## config.mk

```make
export PLATFORM = sky130hd
export DESIGN_NAME = pipe_stage_reg
export DESIGN_NICKNAME = d
export VERILOG_FILES = /design/src/rtl/pipe_stage_reg.sv
export SDC_FILE = /design/constraint.sdc
export NUM_CORES = 1
export LEC_CHECK = 0
export ABC_AREA = 1
export CORE_UTILIZATION = 44
export DETAILED_ROUTE_END_ITERATION = 12
export GPL_TIMING_DRIVEN = 0
export PLACE_DENSITY = 0.86
export SETUP_SLACK_MARGIN = 0.05
export SLEW_MARGIN = 20
export SYNTH_ARGS = -nofsm -noshare
export SYNTH_HDL_FRONTEND = slang
export SYNTH_SLANG_ARGS = --single-unit
export TNS_END_PERCENT = 20
```

## constraint.sdc

```tcl
create_clock -name clk -period 6.8 [get_ports clk]
set_input_delay 1.36 -clock clk [delete_from_list [all_inputs] [get_ports clk]]
set_output_delay 1.36 -clock clk [all_outputs]
set_load 0.01 [all_outputs]
```

## src/rtl/pipe_stage_reg.sv

```systemverilog
`default_nettype none
// ============================================================================
// Module      : pipe_stage_reg
// Description : Parametrised inter-stage pipeline register. It carries a
//               control field and a data payload through DEPTH slots in
//               series, with valid/ready flow control, stall, flush (bubble
//               insertion), an optional one-entry input skid buffer and an
//               occupancy count.
//
// Parameters  : CTRL_W - control field width (zeroed in every invalid slot)
//               DATA_W - payload width (cleared only by reset)
//               DEPTH  - number of register slots in series (1..4)
//               SKID   - 1 = one-entry input skid buffer, registered in_ready
//
// Ports       : clk       in   rising-edge clock
//               rst       in   asynchronous active-high reset
//               in_valid  in   upstream presents an entry
//               in_ready  out  entry accepted this cycle when in_valid=1
//               in_ctrl   in   control field of the incoming entry
//               in_data   in   payload of the incoming entry
//               flush     in   synchronous kill of every held entry
//               out_valid out  last slot holds a valid entry
//               out_ready in   downstream accepts; 0 = stall
//               out_ctrl  out  control field of the last slot (0 if invalid)
//               out_data  out  payload of the last slot
//               count     out  valid entries held (slots + skid)
//
// Revision    : 1.0 - initial release
// ============================================================================
module pipe_stage_reg #(
    parameter int CTRL_W = 2,
    parameter int DATA_W = 69,
    parameter int DEPTH  = 1,
    parameter int SKID   = 0
) (
    input  logic              clk,
    input  logic              rst,
    input  logic              in_valid,
    output logic              in_ready,
    input  logic [CTRL_W-1:0] in_ctrl,
    input  logic [DATA_W-1:0] in_data,
    input  logic              flush,
    output logic              out_valid,
    input  logic              out_ready,
    output logic [CTRL_W-1:0] out_ctrl,
    output logic [DATA_W-1:0] out_data,
    output logic [2:0]        count
);

    localparam int c_last = DEPTH - 1;

    // ------------------------------------------------------------------------
    // Slot storage and next-state
    // ------------------------------------------------------------------------
    logic [DEPTH-1:0]  r_valid;
    logic [DEPTH-1:0]  w_valid_nxt;
    logic [CTRL_W-1:0] r_ctrl      [DEPTH];
    logic [CTRL_W-1:0] w_ctrl_nxt  [DEPTH];
    logic [DATA_W-1:0] r_data      [DEPTH];
    logic [DATA_W-1:0] w_data_nxt  [DEPTH];

    // w_take[i]: slot i may be overwritten at the next edge, either because
    // it is empty or because its current entry moves on.
    logic [DEPTH-1:0]  w_take;

    // Entry presented to slot 0 (skid content or the live input)
    logic              w_src_valid;
    logic [CTRL_W-1:0] w_src_ctrl;
    logic [DATA_W-1:0] w_src_data;

    logic              w_in_ready;
    logic              w_in_hs;
    logic              w_out_hs;

    logic [2:0]        r_count;
    logic [2:0]        w_count_nxt;

    assign w_in_hs  = in_valid & w_in_ready;
    assign w_out_hs = r_valid[c_last] & out_ready;

    // ------------------------------------------------------------------------
    // Bubble-collapsing take chain. A slot advances when its successor can
    // take, so take[i] = !valid[i] | take[i+1], with take[DEPTH] = out_ready.
    // Empty slots therefore never block anything upstream of them.
    // ------------------------------------------------------------------------
    always_comb begin : p_take_chain
        logic l_take;
        l_take = out_ready;
        w_take = '0;
        for (int i = DEPTH - 1; i >= 0; i--) begin
            l_take    = !r_valid[i] | l_take;
            w_take[i] = l_take;
        end
    end

    // ------------------------------------------------------------------------
    // Input side: with or without skid buffer
    // ------------------------------------------------------------------------
    if (SKID != 0) begin : g_skid
        logic              r_skid_valid;
        logic [CTRL_W-1:0] r_skid_ctrl;
        logic [DATA_W-1:0] r_skid_data;
        logic              w_skid_valid_nxt;
        logic [CTRL_W-1:0] w_skid_ctrl_nxt;
        logic [DATA_W-1:0] w_skid_data_nxt;

        // Ready depends only on the skid register (plus flush/reset gating),
        // never on out_ready, which breaks the long backward ready path.
        assign w_in_ready = !r_skid_valid & !flush & !rst;

        // A held skid entry drains first; the input bypasses only when the
        // skid is empty.
        assign w_src_valid = r_skid_valid | w_in_hs;
        assign w_src_ctrl  = r_skid_valid ? r_skid_ctrl : in_ctrl;
        assign w_src_data  = r_skid_valid ? r_skid_data : in_data;

        always_comb begin
            w_skid_valid_nxt = r_skid_valid;
            w_skid_ctrl_nxt  = r_skid_ctrl;
            w_skid_data_nxt  = r_skid_data;
            if (flush) begin
                w_skid_valid_nxt = 1'b0;
                w_skid_ctrl_nxt  = '0;
            end else if (r_skid_valid) begin
                if (w_take[0]) begin
                    w_skid_valid_nxt = 1'b0;
                    w_skid_ctrl_nxt  = '0;
                end
            end else if (w_in_hs && !w_take[0]) begin
                // Slot 0 cannot take the accepted entry: park it here.
                w_skid_valid_nxt = 1'b1;
                w_skid_ctrl_nxt  = in_ctrl;
                w_skid_data_nxt  = in_data;
            end
        end

        always_ff @(posedge clk or posedge rst) begin
            if (rst) begin
                r_skid_valid <= 1'b0;
                r_skid_ctrl  <= '0;
                r_skid_data  <= '0;
            end else begin
                r_skid_valid <= w_skid_valid_nxt;
                r_skid_ctrl  <= w_skid_ctrl_nxt;
                r_skid_data  <= w_skid_data_nxt;
            end
        end
    end else begin : g_no_skid
        // Ready ripples combinationally from out_ready through the chain.
        assign w_in_ready  = w_take[0] & !flush & !rst;
        assign w_src_valid = w_in_hs;
        assign w_src_ctrl  = in_ctrl;
        assign w_src_data  = in_data;
    end

    // ------------------------------------------------------------------------
    // Slot next-state. A slot written as a bubble gets ctrl=0 so downstream
    // logic can gate on ctrl alone; data is only loaded with valid entries.
    // ------------------------------------------------------------------------
    always_comb begin
        w_valid_nxt = r_valid;
        for (int i = 0; i < DEPTH; i++) begin
            w_ctrl_nxt[i] = r_ctrl[i];
            w_data_nxt[i] = r_data[i];
        end

        if (flush) begin
            w_valid_nxt = '0;
            for (int i = 0; i < DEPTH; i++) begin
                w_ctrl_nxt[i] = '0;
            end
        end else begin
            if (w_take[0]) begin
                w_valid_nxt[0] = w_src_valid;
                w_ctrl_nxt[0]  = w_src_valid ? w_src_ctrl : '0;
                if (w_src_valid) begin
                    w_data_nxt[0] = w_src_data;
                end
            end
            for (int i = 1; i < DEPTH; i++) begin
                if (w_take[i]) begin
                    w_valid_nxt[i] = r_valid[i-1];
                    w_ctrl_nxt[i]  = r_valid[i-1] ? r_ctrl[i-1] : '0;
                    if (r_valid[i-1]) begin
                        w_data_nxt[i] = r_data[i-1];
                    end
                end
            end
        end
    end

    // Occupancy: flush wins over any concurrent handshake.
    always_comb begin
        if (flush) begin
            w_count_nxt = 3'd0;
        end else begin
            w_count_nxt = r_count + {2'b00, w_in_hs} - {2'b00, w_out_hs};
        end
    end

    // ------------------------------------------------------------------------
    // State registers
    // ------------------------------------------------------------------------
    always_ff @(posedge clk or posedge rst) begin
        if (rst) begin
            r_valid <= '0;
            r_count <= 3'd0;
            for (int i = 0; i < DEPTH; i++) begin
                r_ctrl[i] <= '0;
                r_data[i] <= '0;
            end
        end else begin
            r_valid <= w_valid_nxt;
            r_count <= w_count_nxt;
            for (int i = 0; i < DEPTH; i++) begin
                r_ctrl[i] <= w_ctrl_nxt[i];
                r_data[i] <= w_data_nxt[i];
            end
        end
    end

    // ------------------------------------------------------------------------
    // Outputs
    // ------------------------------------------------------------------------
    assign in_ready  = w_in_ready;
    assign out_valid = r_valid[c_last];
    assign out_ctrl  = r_ctrl[c_last];
    assign out_data  = r_data[c_last];
    assign count     = r_count;

endmodule
`default_nettype wire

```

==> results.toml <==
[status]
run_status = "completed"

[layout]
layout_fillers = 511
multiInputGateArea_um2 = 1100
final_common_cell = "sky130_fd_sc_hd__clkdlybuf4s50_1"
syn2layout_area_growth_pct = 60.5
n_antenna_cell = 0
final_cell_mix = "sky130_fd_sc_hd__clkdlybuf4s50_1, sky130_fd_sc_hd__nand2_1, sky130_fd_sc_hd__dfrtp_1"
layout.area.seq_um2 = 1880
layout.nets = 587
drive_gt1_share_pct = 8.01

[clock_network]
cts_max_path_buffers = 2
cts_buffers = 9
clk_root_buffer_cell = "sky130_fd_sc_hd__clkbuf_8"
clkLatencyLatePin_ns = 0.32
cts_tree = "done"
clk_pin_slew_ns = 0.07
cts_htree_levels = 3
cts.sinks = 75
post_cts_buffers = 0
post_cts.resized_instances = 0
cts.hold.buffers_added = 0

[timing]
fin_worst_skew_ns = 0.00605
rsz_0062_raised_after_global_routing = "false"
final-max-slew-violation-count = 0
max_slew_margin_vs_limit_pct = 67.4
fmax_mhz = 225
holdWs_ns = 0.472
timing.final.crit_period_ns = 4.44
timing.final.setup_violations = 0
final_hold_viol_count = 0
tightest_slew_ns = 0.489
totalNegativeSetupSlack_ns = 0
finalCritPeriodShare_pct = 65.3

[critical_path]
criticalPathCategory = "in2out"
critical_path.reg2reg.startpoint = "out_valid"
critical_path_data_arrival_time_ns = 3.08
timing.critical_path.to_type = "primary output"
startpoint = "out_ready"
data_required_time_of_the_worst_path_ns = 5.44
crit_path_start_kind = "input pin"
maximum_fanout_encountered_on_the_critical_timing_path = 10

[die]
core_area_um2 = 6870
die_h_um = 86.6
start_util_pct = 45.9
fp.dieArea_um2 = 7500
placement_rows = 30
die-width_um = 86.6
i_o_pins = 152

[power_and_ir_drop]
leakagePower_nw = 2.42
vdd.ir_drop.worst_mv = 0.176
power_density_nw_per_um2 = 266

[grt]
grt_use_total_pct = 23.8
grt_antenna_before_repair = 0
grt_pass1_vias = 3060
wire_length_of_the_first_global_routing_pass_um = 13900
maximum_number_of_pins_on_one_net_before_global_route_repair = 39
globalRoute.totalOverflow = 0

[placed_design]
port_buffers = 150
place_congestion = 0.792
place.detailed.hpwl_um = 6450

[synthesis]
postSynthRegisterBits = 75
synth_nets = 425
seq_area_frac_synth_pct = 59.6
yosysWarningCount = 0
netlist_area_um2 = 3150
synthTopCellsByArea = "sky130_fd_sc_hd__dfrtp_1, sky130_fd_sc_hd__nand2_1, sky130_fd_sc_hd__nand4_1"
syn-instance-count = 346
synth.avg_cell_area_um2 = 9.11
yosysTopAreaCell = "sky130_fd_sc_hd__dfrtp_1"
netlist.area_leader.share_pct = 59.6
synth.lib_cells_used.distinct = 15

[route]
detail_route.drc_violations = 0
drt-total-wl_um = 8810
final_antenna_net_count = 0
wl_per_cell_um = 14.5
drtIter0Drc = 137
route.detailed.vias_per_inst = 5.11
drt_pre_antenna_iters = 4
routed-via-count = 3106

[job]
max_cap_viol_count = 0

[min_path]
worst_min_path_class = "reg2reg"
holdCritStartpoint = "out_data[27]"
==> sequential cells by signal (all words and copies together) (netlist names) <==
register   count
out_data      69
out_valid      1
out_ctrl       2
count          3
==> report_power, final <==
group,internal [mW],leakage (nW),switching [mW]
combinational,0.196,1.36,0.148
sequential,0.518,0.937,0.0437
clock,0.288,0.132,0.151
==> kinds of logic (layout without fill, tap and decap cells) <==
kind of cell	after synthesis	count (layout)	synth area share, %
AND/OR/NAND/NOR	227	227	33.2
adder cells (fa/ha/maj)	3	3	1.43
AO/OA/AOI/OAI	2	2	0.317
flip-flops	75	75	59.6
buffers and inverters	39	205	5.52
==> worst max-delay path, cell delays in order <==
cell and delay [ns]:
sky130_fd_sc_hd__clkdlybuf4s50_1 0.47, sky130_fd_sc_hd__inv_1 0.04, sky130_fd_sc_hd__nand2_1 0.10, sky130_fd_sc_hd__clkbuf_1 0.36, sky130_fd_sc_hd__nand2_1 0.09, sky130_fd_sc_hd__nor2_1 0.11, sky130_fd_sc_hd__clkdlybuf4s50_1 0.54
==> path summary, 6_finish.rpt <==
kind / endpoint / slack [ns] / cells after the start
worst max-delay path: in_ready / 2.36 / 7
worst min-delay path: out_data[27] / 0.47 / 2
worst max register to register: count[2] / 4.52 / 10
worst min register to register: out_data[27] / 0.47 / 2
min in group asynchronous: out_ctrl[1] / 1.54 / 2
max in group asynchronous: out_data[62] / 4.70 / 3
==> per-stage QoR <==
stage	setup slack, ns	utilization [%]	cells	area (um2)	power, mW
after floorplan	3.47	-	346	3150	0.688
after global placement	2.28	69.5	592	4770	0.902
after detailed placement	2.38	69.8	593	4790	0.916
after CTS	2.37	73.6	608	5060	1.36
after global routing	2.25	73.6	608	5060	1.41
final	2.36	73.6	608	5060	1.35
==> cell type report <==
| type | instances | area share, % |
|---|---|---|
| sequential | 75 | 37.1 |
| timing repair buffer | 151 | 30.1 |
| multi-input combinational | 232 | 21.7 |
| buffer | 30 | 2.77 |
| clock buffer | 10 | 2.72 |
| clock inverter | 5 | 2.47 |
| tap | 96 | 2.38 |
| inverter | 9 | 0.717 |
==> layer usage <==
metal / part of all wire [%] / track usage (%) / up-vias / routed length [um]
met3: 6.0 / 4.86 / 10 / 529
met5: 0 / 0 / - / 0
li1: - / - / 1478 / -
met1: 42 / 30.5 / 1491 / 3680
met4: 1.1 / 8.94 / 0 / 101
met2: 51 / 40.0 / 127 / 4500
==> cell usage after synthesis <==
master,count
sky130_fd_sc_hd__a21oi_1,1
sky130_fd_sc_hd__buf_1,1
sky130_fd_sc_hd__buf_2,22
sky130_fd_sc_hd__clkbuf_1,7
sky130_fd_sc_hd__dfrtp_1,75
sky130_fd_sc_hd__fa_1,1
sky130_fd_sc_hd__ha_1,2
sky130_fd_sc_hd__inv_1,9
sky130_fd_sc_hd__nand2_1,148
sky130_fd_sc_hd__nand3_1,1
sky130_fd_sc_hd__nand3_2,1
sky130_fd_sc_hd__nand4_1,71
sky130_fd_sc_hd__nor2_1,5
sky130_fd_sc_hd__nor2_4,1
sky130_fd_sc_hd__o21ai_1,1
Note: power is estimated with default switching activity, not from simulation.
